===== config.mk =====
export PLATFORM = sky130hd
export DESIGN_NAME = store_packer
export DESIGN_NICKNAME = d
export VERILOG_FILES = /design/src/rtl/store_packer.sv
export SDC_FILE = /design/constraint.sdc
export NUM_CORES = 1
export LEC_CHECK = 0
export CAP_MARGIN = 25
export CORE_ASPECT_RATIO = 1.4
export CORE_MARGIN = 2
export CORE_UTILIZATION = 45
export DETAILED_ROUTE_END_ITERATION = 7
export GPL_TIMING_DRIVEN = 1
export PLACE_DENSITY = 0.84
export SLEW_MARGIN = 0
export SYNTH_ARGS = -nofsm -noshare
export SYNTH_HDL_FRONTEND = slang
export SYNTH_SLANG_ARGS = --single-unit

===== constraint.sdc =====
create_clock -name clk -period 3.9 [get_ports clk]
set_input_delay 0.78 -clock clk [delete_from_list [all_inputs] [get_ports clk]]
set_output_delay 0.78 -clock clk [all_outputs]
set_load 0.01 [all_outputs]

===== src/rtl/store_packer.sv =====
// store_packer: MIPS store aligner with 2-entry buffer; STORE_ALIGN_CHECK_EN enables misaligned-store exceptions
module store_packer (
    input  logic        clk,
    input  logic        reset,
    input  logic        in_valid,
    output logic        in_ready,
    input  logic [31:0] in_addr,
    input  logic [31:0] in_data,
    input  logic [1:0]  in_op,
    output logic        mem_valid,
    input  logic        mem_ready,
    output logic [31:0] mem_addr,
    output logic [31:0] mem_wdata,
    output logic [3:0]  mem_be,
    output logic        exc_ades,
    output logic [31:0] exc_addr
);
    typedef enum logic [1:0] {EMPTY, ONE, TWO} bufStateT;
    bufStateT state, stateNext;
    logic accept, misaligned, enq, deq;
    logic [29:0] headAddr, tailAddr;
    logic [31:0] headData, tailData, newData;
    logic [3:0] headBe, tailBe, newBe;
    assign in_ready = state != TWO;
    assign mem_valid = state != EMPTY;
    assign accept = in_valid && in_ready;
    assign deq = mem_valid && mem_ready;
    assign enq = accept && in_op != 2'b00 && !misaligned;
    assign newBe = in_op == 2'b01 ? 4'b0001 << in_addr[1:0] :
                   in_op == 2'b10 ? (in_addr[1] ? 4'b1100 : 4'b0011) : 4'b1111;
    assign newData = in_op == 2'b01 ? {4{in_data[7:0]}} :
                     in_op == 2'b10 ? {2{in_data[15:0]}} : in_data;
    assign mem_addr = {headAddr, 2'b00};
    assign mem_wdata = headData;
    assign mem_be = headBe;
`ifdef STORE_ALIGN_CHECK_EN
    assign misaligned = (in_op == 2'b10 && in_addr[0]) || (in_op == 2'b11 && in_addr[1:0] != 2'b00);
    always_ff @(posedge clk) begin
        if (reset) begin
            exc_ades <= 1'b0;
            exc_addr <= '0;
        end else begin
            exc_ades <= accept && misaligned;
            if (accept && misaligned) exc_addr <= in_addr;
        end
    end
`else
    assign misaligned = 1'b0;
    assign exc_ades = 1'b0;
    assign exc_addr = '0;
`endif
    always_comb begin
        stateNext = state;
        stateNext = state == EMPTY ? (enq ? ONE : EMPTY) :
                    state == ONE   ? (enq && !deq ? TWO : (!enq && deq ? EMPTY : ONE)) :
                                     (deq ? ONE : TWO);
    end
    always_ff @(posedge clk) begin
        if (reset) state <= EMPTY;
        else state <= stateNext;
    end
    // New entries go to the head when it is free or leaving this cycle, else behind it
    always_ff @(posedge clk) begin
        if (reset) begin
            headAddr <= '0;
            headData <= '0;
            headBe   <= '0;
            tailAddr <= '0;
            tailData <= '0;
            tailBe   <= '0;
        end else begin
            if (enq && (state == EMPTY || (state == ONE && deq))) begin
                headAddr <= in_addr[31:2];
                headData <= newData;
                headBe   <= newBe;
            end else if (deq && state == TWO) begin
                headAddr <= tailAddr;
                headData <= tailData;
                headBe   <= tailBe;
            end
            if (enq && state == ONE && !deq) begin
                tailAddr <= in_addr[31:2];
                tailData <= newData;
                tailBe   <= newBe;
            end
        end
    end
endmodule


==> impl_results.md, run 1 <==
* Status: completed
* 1st-iter DRT viols at 272
* Port-buffer cells at 137
* DR vias at 5307
* EDFF count, synth at 0
* Rel. slew slack at 42.8%
* Setup violators final at 0
* Number of post-CTS setup repair buffers at 0
* Final hold vios at 0
* Seq/Total Area, Yosys at a little under half
* RSZ-0062 raised after global routing: false
* Startpoint types: input pin
* Commonest non-fill, non-tap cell in the layout: nand2_1
* Hold Path Stages at 2
* Initial antenna violation count at 0
* Mapped Cells at 712
* Yosys warns at 0
* Diode count at 0
* Final Cycle Share at 66.2%
* Hold Path Class: reg -> reg
* GP Congestion at 0.789
* Dpl hpwl at 10200 um
* Row count at 49
* Flops & latches, synth at 134
* Core box area at 12800 um^2
* Peak VDD IR at 360 uV
* Pwr per Cell Area at 468 nW/um^2
* Hold Path End: tailData[1]
* Crit Path Class: in -> reg
* Minimum clock period at roughly 2600 ps
* CP arrival at just under 3000 ps
* Pin count of the biggest net entering global routing at 64
* Leak at just under 0.003 uW
* Distinct cells, synth at 34
* Vias in the first global route at 5084
* Fmax at 0.388 GHz
* Clock buffer depth at 2
* Crit path buffers/inverters at 1
* DRT Pass-1 Iters at 5
* Most frequent cells in the layout: nand2_1 (142), clkdlybuf4s50_1 (136), dfxtp_1 (134)
* Clock skew after layout at 10.0 ps
* Gr ovfl total at 0
* Worst R2R Setup Slack at between 1500 and 2000 ps
* Clock root cell: clkbuf_16
* Final Slew Violations at 0
* MaxCap Viol Count at 0
* Post-Syn Area at ~6000 um^2
* Die ar. at 14000 um^2
* Cells along the critical path: clkdlybuf4s50_1 > o21a_1 > and3_2 > nand2b_1 > o22ai_1
* Syn_area_per_cell at 8.26 um^2
* Gr usage total at a little under a quarter
* Worst-Margin Slew at 857 ps
* Fin nets at 889
* Chip width at 101 um
* Starting density of the core at 45.9%
* Final WL at 15700 um
* First-pass GRT wire length at 25300 um
* Cell family with most CP delay: simple AND/OR/NAND/NOR gates
* Metal1 wirelength at 6540 um
* WL met2 at around 7700 um
* Reg-to-Reg End: mem_wdata[15]
* DR WL met3 at 1030 um
* Post-route DRC violation count at 0
* Clk_lat worst skew at 410 ps
* Worst r2r src: state[0]
* Highest metal used: met4
* Num CTS Buffers at 17
* I/O pin count at 173
* Clk pin slew, worst setup/hold paths at ~50 ps
* CTS tree: done
* Post-CTS Hold Buffers at 0
* Element type at the critical path end: register
* Highest-delay cell along the critical path: and3_2
* Htree depth at 4
* Most used DFF post-synth: dfxtp_1
* Die Y at 139 um
* Fraction of registers with async set/reset at 0%
* Drt via density at 5.39
* Worst Hold Launch: tailData[1]
* Ratio of cells with drive above 1 in the final layout at roughly 7.5%
* Cts repair resizes at 0
* Remaining antenna violation count at 0
* Drt wl/cell at 16.0 um
* Max FO, Critical Path at 27
* Fin util at 61.0%
* Num Clock Sinks at 134
* R2R cell count at 5
* Final TNS setup at 0 ps
* Worst stage delay on the critical path at 590 ps
* P&R area growth vs syn at 32.8%
* Critical Path RT at 4220 ps
worst reg2reg max path, cell delays in order (launching register included):
cell and delay (ps):
dfxtp_1 390, nand2b_1 210, or2_2 710, buf_12 310
nand2_1 100, a221oi_1 280
stage by stage:
stage                     instance area [um^2]  std cells  setup slack, ps  hold WS (ps)  power, uW
after CTS                                 7810        985             1340           454       3680
after detailed placement                  7200        953              907           447       2050
after global placement                    7180        952              964           442       2040
after global routing                      7810        985             1210           469       3800
after floorplan                           6010        746             1910           437       1810
final                                     7810        985             1320           453       3660
Yosys cell counts, types with 2 or more instances:
cell type	instances	share of area, %
o31ai_2	3	0.64
buf_1	5	0.32
nand2b_1	7	0.74
o21ai_0	9	0.77
a22oi_1	3	0.38
nand2_1	142	9.1
buf_4	36	4.6
or2_2	2	0.21
inv_1	2	0.13
a211oi_1	55	7.0
nand3_1	4	0.34
o31ai_1	4	0.51
o22ai_1	14	1.5
buf_2	16	1.4
mux2_2	8	1.5
mux2i_1	39	6.6
nor3_1	4	0.34
dfxtp_1	134	46
a21oi_1	100	8.5
nand3b_1	7	0.89
clkbuf_1	37	2.4
a221oi_1	8	1.2
nor2_1	62	4.0
layout make-up:
cell class,instances,area [um^2]
clock buffer,23,488
clock inverter,9,123
fill,1118,5000
inverter,2,7.51
multi-input combinational,516,2830
sequential,134,2680
tap,153,191
timing repair buffer,148,1490
power by group:
group	total (uW)	internal (uW)	switching [uW]
registers	1490	1450	44.0
clock network	1630	1070	565
logic	532	265	268
how the worst max path moves through the flow:
stage	startpoint	endpoint	slack, ps	depth (start not counted)
after detailed placement	in_op[1]	mem_wdata[19]	910	5
final	in_op[1]	mem_wdata[18]	1320	5
after CTS	in_op[1]	mem_wdata[18]	1340	5
after floorplan	mem_ready	tailData[28]	1910	7
after global placement	in_op[1]	mem_wdata[21]	960	5
after global routing	in_op[1]	mem_wdata[18]	1210	5
flip-flops by register name (all words and copies together), names as in the netlist:
register and count:
mem_wdata 32, tailData 32, headAddr 30, tailAddr 30
mem_be 4, tailBe 4, state 2
logic make-up after synthesis:
logic type	after synthesis	synth area share (%)
simple gates	235	16.4
mux	47	8.17
compound gates	198	20.7
other cells	1	0.0638
flops	134	45.6
buf+inv	96	8.77
xor+xnor	1	0.277
routing by layer:
metal  vias to the layer above  track usage (%)
met3                        30             6.08
met1                      2474             28.2
met2                       198             36.9
met5                         -                0
li1                       2605                -
met4                         0             9.73
No activity file was read; power rests on OpenSTA's default activity.
==> inputs of run 2 (changes only) <==
==> constraint.sdc (replaced) <==
create_clock -name clk -period 2.5 [get_ports clk]
set_input_delay 0.5 -clock clk [delete_from_list [all_inputs] [get_ports clk]]
set_output_delay 0.5 -clock clk [all_outputs]
set_load 0.01 [all_outputs]
==> impl_results.md, run 2 (same netlist as run 1, synthesis figures left out) <==
* Status: completed
* Gr usage total at 22.3% (-0.48 points)
* DRT Pass-1 Iters at 5 (unchanged)
* First-pass GRT wire length at 24900 um (-1.4%)
* P&R area growth vs syn at 34.2%
* Filler cells at 1072 (-4.1%)
* Minimum clock period at 2100 ps
* Pwr per Cell Area at 703 nW/um^2 (+50%)
* Final WL at 15800 um (+0.83%)
* DR WL met3 at 1010 um (-1.7%)
* Final non-filler cell area at 7890 um^2 (+1.0%)
* CTS tree: done
* Most frequent cells in the layout: nand2_1 (142), clkdlybuf4s50_1 (136), dfxtp_1 (134)
* Worst r2r src: state[0]
* Highest metal used: met4
* Max FO, Critical Path at 7 (-74%)
* Post-DP Area at 7330 um^2 (+1.8%)
* WL met2 at 7930 um (+3.1%)
* CP arrival at 1600 ps (-1310 ps)
* Worst R2R Setup Slack at 890 ps (-900 ps)
* Peak VDD IR at 429 uV (+19%)
* Clock buffer depth at 2 (unchanged)
* R2R cell count at 5 (unchanged)
* Startpoint types: register
* Final Slew Violations at 0 (unchanged)
* Cts repair resizes at 0 (unchanged)
* Hold Path Class: reg -> reg
* Clk_lat worst skew at 410 ps (about the same)
* DR vias at 5462 (+2.9%)
* Remaining antenna violation count at 0 (unchanged)
* Element type at the critical path end: output port
* Post-route DRC violation count at 0 (unchanged)
* FF+latch area at 2680 um^2 (unchanged)
* Pre-CTS WS at 102 ps (-805 ps)
* Leak at 0.00301 uW (+1.3%)
* Dpl cells at 964 (+1.2%)
* Setup violators final at 0 (unchanged)
* Die ar. at 14000 um^2 (unchanged)
* Core box area at 12800 um^2 (unchanged)
* MaxCap Viol Count at 0 (unchanged)
* Rel. slew slack at 66.0% (+23 points)
* Critical Path RT at 2000 ps (-2220 ps)
* Fin cells at 992 (+0.71%)
* Die Y at 139 um (unchanged)
* Final hold vios at 0 (unchanged)
* Vias in the first global route at 5021 (-1.2%)
* Initial antenna violation count at 0 (unchanged)
* GP Congestion at 0.782 (-0.87%)
* Setup ws final at 400 ps (-920 ps)
* Gr ovfl total at 0 (unchanged)
* Final TNS setup at 0 ps (unchanged)
* Final total power at 5550 uW (+52%)
* Post-CTS Hold Buffers at 0 (unchanged)
* Clock root cell: clkbuf_16
* Diode count at 0 (unchanged)
* Fmax at ~0.48 GHz
* Metal1 wirelength at 6690 um (+2.3%)
* Commonest non-fill, non-tap cell in the layout: nand2_1
* Port-buffer cells at 137 (unchanged)
* Ratio of cells with drive above 1 in the final layout at 8.22% (+0.77 points)
* I/O pin count at 173 (unchanged)
* Number of post-CTS setup repair buffers at 0 (unchanged)
* Final Cycle Share at between 80 and 90%
* Crit Path Class: reg -> out
* Worst-Margin Slew at 510 ps (-348 ps)
* Pin count of the biggest net entering global routing at 67 (+4.7%)
* Drt wl/cell at 16.0 um (+0.12%)
* Num Clock Sinks at 134 (unchanged)
* Num CTS Buffers at 17 (unchanged)
* Htree depth at 4 (unchanged)
* Fin nets at 900 (+1.2%)
* Worst Hold Launch: tailAddr[7]
* 1st-iter DRT viols at 256 (-5.9%)
* RSZ-0062 raised after global routing: false
* Hold Path End: tailAddr[7]
* Hold Path Stages at 2 (unchanged)
* Chip width at 101 um (unchanged)
* Clk pin slew, worst setup/hold paths at 50 ps (about the same)
* Row count at 49 (unchanged)
* Clock skew after layout at 6.64 ps (-3.41 ps)
* Drt via density at 5.51 (+2.2%)
* Multi-input gate area at 2830 um^2 (unchanged)
* Dpl hpwl at 10300 um (+0.25%)
* Reg-to-Reg End: mem_wdata[15]
* Starting density of the core at 45.9% (unchanged)
## run 2: cell types whose count changed in the layout (fill, tap and decap cells not counted), sizes merged
cell    previous run  this run
clkinv             5         1
buf               12        23
bufinv             3         1
clkbuf            23        25
## run 2: critical path: stages (launching register included)
cell,delay [ps]
dfxtp_1,360
or2_2,310
clkdlybuf4s50_1,510
## run 2: worst max path at each step
| stage | from | to | slack [ps] | depth (start not counted) |
|---|---|---|---|---|
| CTS | state[1] | mem_valid | 380 | 2 |
| finish | state[1] | mem_valid | 400 | 2 |
| detailed placement | in_op[1] | mem_wdata[15] | 100 | 5 |
| global route | state[0] | in_ready | 320 | 2 |
| floorplan | mem_ready | tailData[28] | 790 | 7 |
| global placement | in_op[0] | mem_wdata[9] | 180 | 6 |
## run 2: routing by layer
metal	GRT usage (%)	up-vias
met1	27.3	2606
met2	37.5	210
met3	5.22	17
met5	0	-
met4	8.36	0
li1	-	2629
## run 2: cell type report
cell class | count | area share [%]
Multi-Input combinational cell | 516 | 35.9
Sequential cell | 134 | 34.0
Timing Repair Buffer | 159 | 20.6
Clock buffer | 25 | 6.53
Tap cell | 153 | 2.43
Clock inverter | 3 | 0.539
Inverter | 2 | 0.0951
## run 2: power by group
part / leakage (uW) / switching, uW / internal, uW
Sequential: 0.00110 / 71.0 / 2260
Combinational: 0.00165 / 423 / 433
Clock: 0.000273 / 860 / 1500
Total: 0.00301 / 1350 / 4190
## run 2: through the flow
stage / utilization (%) / hold WS (ps)
CTS: 61.6 / 454
finish: 61.6 / 453
floorplan: - / 437
global route: 61.6 / 471
detailed placement: 57.2 / 447
global placement: 57.2 / 442
